`src/rtl/spi_slave_pkg.sv`:
```
// Shared definitions for the parametrised SPI slave front-end.
//   state_e : frame FSM states (3-bit, binary-encoded)
//   OP_*    : 2-bit command opcodes carried in the top bits of each frame
package spi_slave_pkg;

    typedef enum logic [2:0] {
        IDLE      = 3'd0,
        CHK_CMD   = 3'd1,
        WRITE     = 3'd2,
        READ_ADD  = 3'd3,
        READ_DATA = 3'd4,
        TX_WAIT   = 3'd5,
        TX_SHIFT  = 3'd6,
        DONE      = 3'd7
    } state_e;

    localparam logic [1:0] OP_WR_ADDR = 2'b00;
    localparam logic [1:0] OP_WR_DATA = 2'b01;
    localparam logic [1:0] OP_RD_ADDR = 2'b10;
    localparam logic [1:0] OP_RD_DATA = 2'b11;

endpackage

```
`src/rtl/spi_slave_param_tx.sv`:
```
// spi_tx_serializer: parallel-load, MSB-first serialiser for the read word.
//   clk, rst_n : clock, synchronous active-low reset
//   load_i     : capture data_i; MSB appears on miso_o after this edge
//   shift_i    : drive the next bit on miso_o
//   clear_i    : force miso_o low and idle the counter
//   data_i     : DATA_W-bit word to send
//   miso_o     : registered serial output
//   done_o     : all DATA_W bits have been driven
module spi_tx_serializer #(
    parameter int DATA_W = 8
) (
    input  logic              clk,
    input  logic              rst_n,
    input  logic              load_i,
    input  logic              shift_i,
    input  logic              clear_i,
    input  logic [DATA_W-1:0] data_i,
    output logic              miso_o,
    output logic              done_o
);
    import spi_slave_pkg::*;

    localparam int CNT_W = $clog2(DATA_W + 1);

    logic [DATA_W-1:0] sr_q,   sr_d;
    logic [CNT_W-1:0]  cnt_q,  cnt_d;
    logic              miso_q, miso_d;

    // cnt_q counts bits already placed on MISO
    always_comb begin
        sr_d   = sr_q;
        cnt_d  = cnt_q;
        miso_d = miso_q;
        if (clear_i) begin
            sr_d   = '0;
            cnt_d  = '0;
            miso_d = 1'b0;
        end else if (load_i) begin
            sr_d   = {data_i[DATA_W-2:0], 1'b0};
            cnt_d  = CNT_W'(1);
            miso_d = data_i[DATA_W-1];
        end else if (shift_i) begin
            sr_d   = {sr_q[DATA_W-2:0], 1'b0};
            cnt_d  = cnt_q + CNT_W'(1);
            miso_d = sr_q[DATA_W-1];
        end
    end

    always_ff @(posedge clk) begin
        if (!rst_n) begin
            sr_q   <= '0;
            cnt_q  <= '0;
            miso_q <= 1'b0;
        end else begin
            sr_q   <= sr_d;
            cnt_q  <= cnt_d;
            miso_q <= miso_d;
        end
    end

    assign miso_o = miso_q;
    assign done_o = (cnt_q == CNT_W'(DATA_W));

endmodule

```
`src/rtl/spi_slave_param.sv`:
```
// spi_slave_param: SPI slave front-end for the single-port RAM controller.
// One frame per SS_n assertion: {opcode[1:0], payload[DATA_W-1:0]}, MSB first.
//   clk, rst_n : clock, synchronous active-low reset
//   SS_n       : active-low slave select (frame boundary)
//   MOSI       : serial input, sampled one bit per rising edge
//   MISO       : serial read-data output, 0 when not transmitting
//   rx_data    : last complete received word (held between frames)
//   rx_valid   : one-cycle pulse, rx_data updated
//   tx_data    : read word from RAM
//   tx_valid   : tx_data valid, only looked at in TX_WAIT
//   frame_err  : one-cycle pulse, SS_n rose before the frame completed
module spi_slave_param #(
    parameter int DATA_W = 8
) (
    input  logic              clk,
    input  logic              rst_n,
    input  logic              SS_n,
    input  logic              MOSI,
    output logic              MISO,
    output logic [DATA_W+1:0] rx_data,
    output logic              rx_valid,
    input  logic [DATA_W-1:0] tx_data,
    input  logic              tx_valid,
    output logic              frame_err
);
    import spi_slave_pkg::*;

    localparam int RX_W  = DATA_W + 2;
    localparam int CNT_W = $clog2(RX_W + 1);

    state_e            state_q,     state_d;
    logic [CNT_W-1:0]  cnt_q,       cnt_d;
    logic [RX_W-2:0]   sr_q,        sr_d;
    logic [RX_W-1:0]   rx_data_q,   rx_data_d;
    logic              rx_valid_q,  rx_valid_d;
    logic              frame_err_q, frame_err_d;
    logic              pend_q,      pend_d;

    logic ser_load, ser_shift, ser_clear, ser_done;

    spi_tx_serializer #(.DATA_W(DATA_W)) u_tx (
        .clk     (clk),
        .rst_n   (rst_n),
        .load_i  (ser_load),
        .shift_i (ser_shift),
        .clear_i (ser_clear),
        .data_i  (tx_data),
        .miso_o  (MISO),
        .done_o  (ser_done)
    );

    always_comb begin
        state_d     = state_q;
        cnt_d       = cnt_q;
        sr_d        = sr_q;
        rx_data_d   = rx_data_q;
        rx_valid_d  = 1'b0;
        frame_err_d = 1'b0;
        pend_d      = pend_q;
        ser_load    = 1'b0;
        ser_shift   = 1'b0;
        ser_clear   = 1'b0;

        if (SS_n) begin
            // Deselect ends any frame; only an unfinished one is an error.
            state_d = IDLE;
            if (state_q != IDLE && state_q != DONE) begin
                frame_err_d = 1'b1;
                ser_clear   = 1'b1;
            end
        end else begin
            unique case (state_q)
                IDLE: begin
                    state_d = CHK_CMD;
                    cnt_d   = '0;
                end
                CHK_CMD: begin
                    sr_d  = {sr_q[RX_W-3:0], MOSI};
                    cnt_d = CNT_W'(1);
                    if (MOSI == OP_WR_ADDR[1])
                        state_d = WRITE;
                    else if (pend_q)
                        state_d = READ_DATA;
                    else
                        state_d = READ_ADD;
                end
                WRITE, READ_ADD, READ_DATA: begin
                    sr_d = {sr_q[RX_W-3:0], MOSI};
                    if (cnt_q == CNT_W'(RX_W - 1)) begin
                        rx_data_d  = {sr_q, MOSI};
                        rx_valid_d = 1'b1;
                        cnt_d      = CNT_W'(RX_W);
                        if (state_q == READ_DATA) begin
                            state_d = TX_WAIT;
                            pend_d  = 1'b0;
                        end else begin
                            state_d = DONE;
                            if (state_q == READ_ADD)
                                pend_d = 1'b1;
                        end
                    end else begin
                        cnt_d = cnt_q + CNT_W'(1);
                    end
                end
                TX_WAIT: begin
                    if (tx_valid) begin
                        ser_load = 1'b1;
                        state_d  = TX_SHIFT;
                    end
                end
                TX_SHIFT: begin
                    if (ser_done) begin
                        ser_clear = 1'b1;
                        state_d   = DONE;
                    end else begin
                        ser_shift = 1'b1;
                    end
                end
                DONE: ;
                default: state_d = IDLE;
            endcase
        end
    end

    always_ff @(posedge clk) begin
        if (!rst_n) begin
            state_q     <= IDLE;
            cnt_q       <= '0;
            sr_q        <= '0;
            rx_data_q   <= '0;
            rx_valid_q  <= 1'b0;
            frame_err_q <= 1'b0;
            pend_q      <= 1'b0;
        end else begin
            state_q     <= state_d;
            cnt_q       <= cnt_d;
            sr_q        <= sr_d;
            rx_data_q   <= rx_data_d;
            rx_valid_q  <= rx_valid_d;
            frame_err_q <= frame_err_d;
            pend_q      <= pend_d;
        end
    end

    assign rx_data   = rx_data_q;
    assign rx_valid  = rx_valid_q;
    assign frame_err = frame_err_q;

endmodule

```
`config.mk`:
```
export PLATFORM = sky130hd
export DESIGN_NAME = spi_slave_param
export DESIGN_NICKNAME = d
export VERILOG_FILES = /design/src/rtl/spi_slave_pkg.sv /design/src/rtl/spi_slave_param_tx.sv /design/src/rtl/spi_slave_param.sv
export SDC_FILE = /design/constraint.sdc
export NUM_CORES = 1
export LEC_CHECK = 0
export CAP_MARGIN = 30
export CORE_AREA = 2 2 83 85
export DETAILED_ROUTE_END_ITERATION = 8
export DIE_AREA = 0 0 85 87
export PLACE_DENSITY = 0.51
export SKIP_LAST_GASP = 1
export SLEW_MARGIN = 30
export SYNTH_ARGS = -nofsm -noshare
export SYNTH_HDL_FRONTEND = slang
export SYNTH_SLANG_ARGS = --single-unit
```
`constraint.sdc`:
```
create_clock -name clk -period 2.9 [get_ports clk]
set_input_delay 0.58 -clock clk [delete_from_list [all_inputs] [get_ports clk]]
set_output_delay 0.58 -clock clk [all_outputs]
set_load 0.05 [all_outputs]
```
==> results of run 1 <==
## through the flow
| step | setup slack [ns] | total power, uW | utilization (%) | hold slack, ns | cells |
|---|---|---|---|---|---|
| after floorplan | 1.25 | 625 | - | 0.443 | 211 |
| after global placement | 0.643 | 656 | 33.5 | 0.438 | 307 |
| after detailed placement | 0.550 | 656 | 33.5 | 0.440 | 307 |
| after CTS | 0.852 | 1050 | 35.0 | 0.455 | 315 |
| after global routing | 0.742 | 1090 | 35.0 | 0.478 | 315 |
| final | 0.852 | 1030 | 35.0 | 0.452 | 315 |
## power groups by stage
stage	Combinational [uW]	Sequential [uW]	Clock [uW]
after floorplan	41.4	583	0
after global placement	70.2	586	0
after detailed placement	70.0	586	0
after CTS	70.6	573	411
after global routing	76.5	573	440
final	69.5	573	391
## cells in the mapped netlist
cell | number | share of area (%)
inv_1 | 7 | 1.4
nand3_1 | 13 | 3.5
o32ai_1 | 4 | 1.9
a31oi_1 | 3 | 1.0
o211a_1 | 1 | 0.53
a22oi_1 | 1 | 0.40
a21oi_1 | 7 | 1.9
o21a_1 | 2 | 0.80
nor2_1 | 12 | 2.4
nor3_4 | 1 | 0.87
nor4_1 | 1 | 0.33
and2_1 | 2 | 0.67
clkbuf_1 | 7 | 1.4
nand3b_1 | 4 | 1.6
or3b_1 | 1 | 0.47
nand2b_1 | 4 | 1.3
a21boi_0 | 1 | 0.40
a311oi_1 | 3 | 1.4
xor2_1 | 2 | 0.93
nand4_1 | 1 | 0.33
o32a_1 | 4 | 2.1
a21o_1 | 1 | 0.40
dfxtp_1 | 41 | 44
nor4bb_1 | 1 | 0.53
nand3b_2 | 1 | 0.60
o21ai_0 | 9 | 2.4
a211oi_2 | 1 | 0.67
o311a_1 | 1 | 0.53
a211oi_1 | 2 | 0.80
and3b_1 | 2 | 0.93
xnor2_1 | 1 | 0.47
or2_2 | 2 | 0.67
nor2b_1 | 11 | 3.7
buf_4 | 1 | 0.40
buf_2 | 7 | 1.9
mux2i_1 | 10 | 5.3
nor3_1 | 6 | 1.6
and4b_1 | 1 | 0.53
o21ai_1 | 6 | 1.6
ha_1 | 4 | 2.7
nand4b_1 | 2 | 0.93
nand2_1 | 20 | 4.0
## final cells by class
cell class | count | area (sq um) | area share [%]
multi-input combinational | 148 | 960 | 41.8
sequential | 41 | 821 | 35.7
timing repair buffer | 31 | 295 | 12.8
tap | 80 | 100 | 4.35
clock buffer | 6 | 82.6 | 3.59
inverter | 7 | 26.3 | 1.14
clock inverter | 2 | 13.8 | 0.599
## state kept, by name, indices dropped and copies added, names as in the netlist
name / flops
cnt_q: 4
frame_err: 1
pend_q: 1
rx_data: 10
rx_valid: 1
sr_q: 9
state_q: 3
u_tx.cnt_q: 4
u_tx.miso_o: 1
u_tx.sr_q: 7
## worst max-delay path by stage
| stage | depth (start not counted) | from | slack (ns) | end |
|---|---|---|---|---|
| after CTS | 1 | rx_data[7] | 0.85 | rx_data[7] |
| after detailed placement | 6 | SS_n | 0.55 | sr_q[4] |
| after global placement | 6 | SS_n | 0.64 | sr_q[2] |
| after floorplan | 6 | SS_n | 1.25 | u_tx.cnt_q[1] |
| after global routing | 5 | SS_n | 0.74 | u_tx.sr_q[2] |
| final | 6 | SS_n | 0.85 | sr_q[3] |
## per-layer routing
layer | global-route usage [%] | wire (microns) | up-vias
met5 | 0 | 0 | -
met2 | 17.3 | 1700 | 21
met3 | 3.41 | 139 | 5
met4 | 3.90 | 38 | 0
li1 | - | - | 796
met1 | 14.8 | 1970 | 668
## worst min-delay path: stages, from the launching register on
cell,delay [ns]
dfxtp_1,0.31
nand2_1,0.05
o21ai_1,0.05
## cell families after synthesis
group                    count (synthesis)  synth area share [%]
AO/OA/AOI/OAI                           46                  16.8
multiplexers                            10                  5.34
adder cells (fa/ha/maj)                  4                  2.67
AND/OR/NAND/NOR                         85                  25.0
buffers and inverters                   22                  5.07
XOR/XNOR                                 3                  1.40
flip-flops                              41                  43.8
## placed cells by master (no fill, tap or decap), types with 2 or more instances in the layout
cell / synthesis / final
dfxtp_1: 41 / 41
clkdlybuf4s50_1: 0 / 25
nand2_1: 20 / 20
nand3_1: 13 / 13
nor2_1: 12 / 12
nor2b_1: 11 / 11
mux2i_1: 10 / 10
o21ai_0: 9 / 9
inv_1: 7 / 7
a21oi_1: 7 / 7
nor3_1: 6 / 6
o21ai_1: 6 / 6
clkbuf_8: 0 / 6
buf_4: 1 / 6
nand2b_1: 4 / 4
o32a_1: 4 / 4
o32ai_1: 4 / 4
nand3b_1: 4 / 4
ha_1: 4 / 4
a311oi_1: 3 / 3
a31oi_1: 3 / 3
nand4b_1: 2 / 2
o21a_1: 2 / 2
and3b_1: 2 / 2
or2_2: 2 / 2
and2_1: 2 / 2
a211oi_1: 2 / 2
xor2_1: 2 / 2
==> results.md, run 1 <==
* CP Capture Type: flip-flop
* Core area at 0.00657 sq mm
* GRT overflow at 0
* Initial DRC Count at 93
* Initial antenna violation count at 0
* Ant diodes at 0
* Share of layout cells above drive strength 1 at under 10%
* Cell mode on critical path: buf_4
* Period utilisation layout at 70.6%
* Worst-margin pin slew at 0.541 ns
* Clock transition at the registers of the reported paths at 0.08 ns
* Worst Skew at a little under 0.01 ns
* CTS buffer count at 5
* Avg Inst Size Synth at 8.89 sq um
* R2R Path Start: state_q[2]
* PortBufs at 25
* Worst Path Max Fanout at 11
* Total GRT Usage at about 11%
* CTS tree: built
* Clk pwr share at 37.8%
* # clock sinks at 41
* Worst path slowest cell: clkdlybuf4s50_1
* Pint at 794 uW
* Yosys warning count at 0
* Switching share of power at a little under a quarter
* Worst Hold Path EP: rx_data[3]
* Hold bufs inserted after CTS at 0
* ANT nets after route at 0
* Fill count at 682
* Total wire length at 3.85 mm
* Clk root buf: clkbuf_8
* Final min period at 2.05 ns
* Combinational power share at 6.7%
* Largest net degree at the start of global routing at 33
* Reg2Reg Depth at 5
* DRC at 0
* Min-Delay Path Class: reg2reg
* Final slew viol count at 0
* Max incr delay on CP at 0.63 ns
* Net count after synthesis at approximately 230
* Chip width at 85 microns
* Slew headroom at 63.8%
* Cell Area, Synth at 0.00188 sq mm
* Sequential area share after synthesis at 43.8%
* Cell area after layout at between 0.002 and 0.0025 sq mm
* Worst reg2reg setup slack at 1.06 ns
* Final Hold Fails at 0
* I/O pin count at 26
* Clk_lat worst skew at 0.29 ns
* Setup Viol. Count Final at 0
* #FFs+latches synth at 41
* Detail Placement HPWL at around 2.7 mm
* Critical setup path kind: in2reg
* Reg2reg end: rx_data[7]
* Maxcap violations at 0
* Layout overhead on the synthesized area at 22.5%
* Wire per inst at about 12 microns
* Layout net count at 251
* Resize count post-CTS at 0
* Count of different cell masters after synthesis at 42
* Worst VDD drop at 0.260 mV
* Net switching power at roughly 240 uW
* Post-DP Area at 0.00220 sq mm
* H-tree Lvls at 2
* Worst Hold Launch: rx_data[3]
* FP Rows at 30
* Critical path buffer and inverter count at 3
* Flop pwr share at ~55%
* Vias in the first global route at 1462
* Status: completed
* Initial Util at 28.6%
* CTS Buffer Depth at 2
* Setup bufs post-CTS at 0
* First-pass DRT Iterations at 4
* LEAKAGE at 0.000786 uW
* CP arrival at 2.24 ns
* CP delay by family, top: buffers and inverters
* Vias per cell at 4.73
* Hold depth at 2
* Full die area at 0.00740 sq mm
* Worst setup SP type: input pin
* Via count at ~1500
* Final TNS setup at 0 ns
* Routability cong. at 0.700
* CP Cell Sequence: clkdlybuf4s50_1, buf_4, nor3_1, buf_4, mux2i_1, nor2b_1
* Syn Inst Count at about 210
* RSZ-0062 raised after global routing: no
* FMAX at about 0.5 GHz
* PD cells at about 450 mW/mm^2
* Die extent in y at 87 microns
* Wire length of the first global-routing pass at 6.71 mm
* Worst path required time at roughly 3.1 ns
(Power assumes the default switching activity.)
==> inputs of run 2 (changes only) <==
PLACE_DENSITY = 0.52   (was 0.51)
clock period = 1.64 ns   (was 2.9 ns; I/O delays follow)
==> results.md, run 2 (synthesis results as in run 1) <==
* Layout net count at 269 (+7.2%)
* Flop pwr share at 50.9% (-4.5 points)
* CP arrival at 1.76 ns (-0.48 ns)
* Setup Viol. Count Final at 0 (unchanged)
* Final slew viol count at 0 (unchanged)
* First-pass DRT Iterations at 4 (unchanged)
* Worst setup SP type: flip-flop
* # clock sinks at 41 (unchanged)
* Initial Util at 28.6% (unchanged)
* Fill count at 667 (-2.2%)
* CP Cell Sequence: inv_1, ha_2, and3b_2, buf_6, o32a_1, o32ai_2, nor2_1
* Clock transition at the registers of the reported paths at 0.09 ns (about the same)
* Post-Route Utilization at 37.8% (+2.8 points)
* Net switching power at 446 uW (+86%)
* CP Capture Type: flip-flop
* Worst Skew at 0.00637 ns (-0.00332 ns)
* Largest net degree at the start of global routing at 35 (+6.1%)
* H-tree Lvls at 2 (unchanged)
* DRC at 0 (unchanged)
* Final Hold Fails at 0 (unchanged)
* Worst Path Max Fanout at 5 (-6)
* Detail Placement HPWL at 2.92 mm (+8.3%)
* Layout overhead on the synthesized area at 32.4%
* Critical setup path kind: reg2reg
* Wire length of the first global-routing pass at 6.97 mm (+3.9%)
* Min-Delay Path Class: reg2reg
* I/O pin count at 26 (unchanged)
* Maxcap violations at 0 (unchanged)
* Period utilisation layout at between 90 and 100%
* Area of the multi-input gates at 0.00100 sq mm (+4.3%)
* FMAX at between 0.6 and 0.7 GHz
* LEAKAGE at 0.000914 uW (+16%)
* Clk pwr share at 41.8% (+4.0 points)
* Routability cong. at 0.716 (+2.2%)
* Worst VDD drop at 0.374 mV (+44%)
* Worst path required time at 1.82 ns (-1.27 ns)
* PD cells at 796 mW/mm^2 (+77%)
* Clk_lat worst skew at 0.29 ns (about the same)
* Combinational power share at 7.3% (+0.6 points)
* CTS Buffer Depth at 2 (unchanged)
* Full die area at 0.00740 sq mm (unchanged)
* CTS buffer count at 5 (unchanged)
* Initial DRC Count at 58 (-38%)
* Clk root buf: clkbuf_8
* Core area at 0.00657 sq mm (unchanged)
* Total wire length at 4.22 mm (+9.6%)
* Switching share of power at 22.6% (-0.60 points)
* Slew headroom at 78.8% (+15 points)
* Wire per inst at 12.7 microns (+3.7%)
* Overall Power at 1980 uW (+91%)
* FP Rows at 30 (unchanged)
* Pint at 1530 uW (+93%)
* Max incr delay on CP at 0.37 ns (-0.26 ns)
* Vias per cell at 4.78 (+1.1%)
* Commonest cells after routing, fill and taps aside: dfxtp_1 (39), buf_4 (34), nand2_1 (20)
* Status: completed
* Chip width at 85 microns (unchanged)
* Via count at 1593 (+6.9%)
* ANT nets after route at 0 (unchanged)
* PortBufs at 25 (unchanged)
* Final min period at 1.58 ns
* Vias in the first global route at 1560 (+6.7%)
* CTS tree: built
* Die extent in y at 87 microns (unchanged)
* Worst path slowest cell: o32a_1
* GRT overflow at 0 (unchanged)
* Share of layout cells above drive strength 1 at 23.7% (+16 points)
* Worst-margin pin slew at 0.318 ns (-0.223 ns)
* Largest register FFs at 10 (unchanged)
* Ant diodes at 0 (unchanged)
* Total GRT Usage at 11.6% (+0.43 points)
* Initial antenna violation count at 0 (unchanged)
* Commonest non-fill, non-tap cell in the layout: dfxtp_1
* FF/Latch Area at 823 sq um (+0.30%)
* Final TNS setup at 0 ns (unchanged)
* WHS at 0.453 ns (+0.00161 ns)
[run 2: cell types whose count changed in the layout (fill, tap and decap cells not counted), moves of 2 or more]
| cell | change |
|---|---|
| dfxtp_1 | -2 |
| o32ai_1 | -3 |
| dfxtp_2 | +2 |
| o32ai_2 | +3 |
| buf_4 | +28 |
| buf_6 | +2 |
| clkdlybuf4s50_1 | -13 |
[run 2: metrics by stage]
| stage | cell area (sq um) | worst slack (ns) | instances |
|---|---|---|---|
| after floorplan | 1880 | 0.0325 | 211 |
| after global placement | 2310 | -0.178 | 324 |
| after detailed placement | 2310 | -0.198 | 324 |
| after CTS | 2430 | 0.00151 | 333 |
| after global routing | 2480 | -0.00407 | 333 |
| final | 2480 | 0.0604 | 333 |
[run 2: cell type report]
class	count	share of cell area, %
inverters	7	1.06
multi-input cells	148	40.3
repair buffers	49	16.8
well taps	80	4.03
flip-flops and latches	41	33.1
clock inverters	3	1.86
clock buffers	5	2.77
[run 2: worst max-delay path, delay by kind of cell (launching register included)]
| kind | cells | cell delay [ns] |
|---|---|---|
| compound gates | 2 | 0.46 |
| buf+inv | 2 | 0.18 |
| flops | 1 | 0.33 |
| simple gates | 2 | 0.31 |
| fa+ha+maj | 1 | 0.17 |
[run 2: repair_timing]
action | in CTS | in global routing
setup buffers | 1 | 0
setup endpoints to repair | 5 | 7
resized for setup | 1 | 11
pin swaps | 1 | 6
hold buffers | 0 | 0
[run 2: worst paths after layout]
check / from / end / slack, ns / cells past startpoint
max: u_tx.cnt_q[0] / u_tx.sr_q[6] / 0.06 / 7
min: rx_data[3] / rx_data[3] / 0.45 / 2
max reg2reg: u_tx.cnt_q[0] / u_tx.sr_q[6] / 0.06 / 7
min reg2reg: rx_data[3] / rx_data[3] / 0.45 / 2
[run 2: power by group through the flow]
stage	Clock (uW)	Combinational (uW)	Sequential, uW
6_report	825	145	1010
5_1_grt	897	158	1010
4_1_cts	854	143	1010
3_5_place_dp	0	142	1030
3_3_place_gp	0	143	1030
2_1_floorplan	0	73.3	1030
[run 2: routing by layer]
layer / part of all wire (%) / GRT usage (%) / up-vias / wire length, microns
met5: 0 / 0 / - / 0
met4: 1.4 / 4.91 / 0 / 61
met3: 5.1 / 3.32 / 6 / 217
met1: 48 / 14.8 / 728 / 2010
met2: 46 / 18.5 / 33 / 1920
li1: - / - / 826 / -
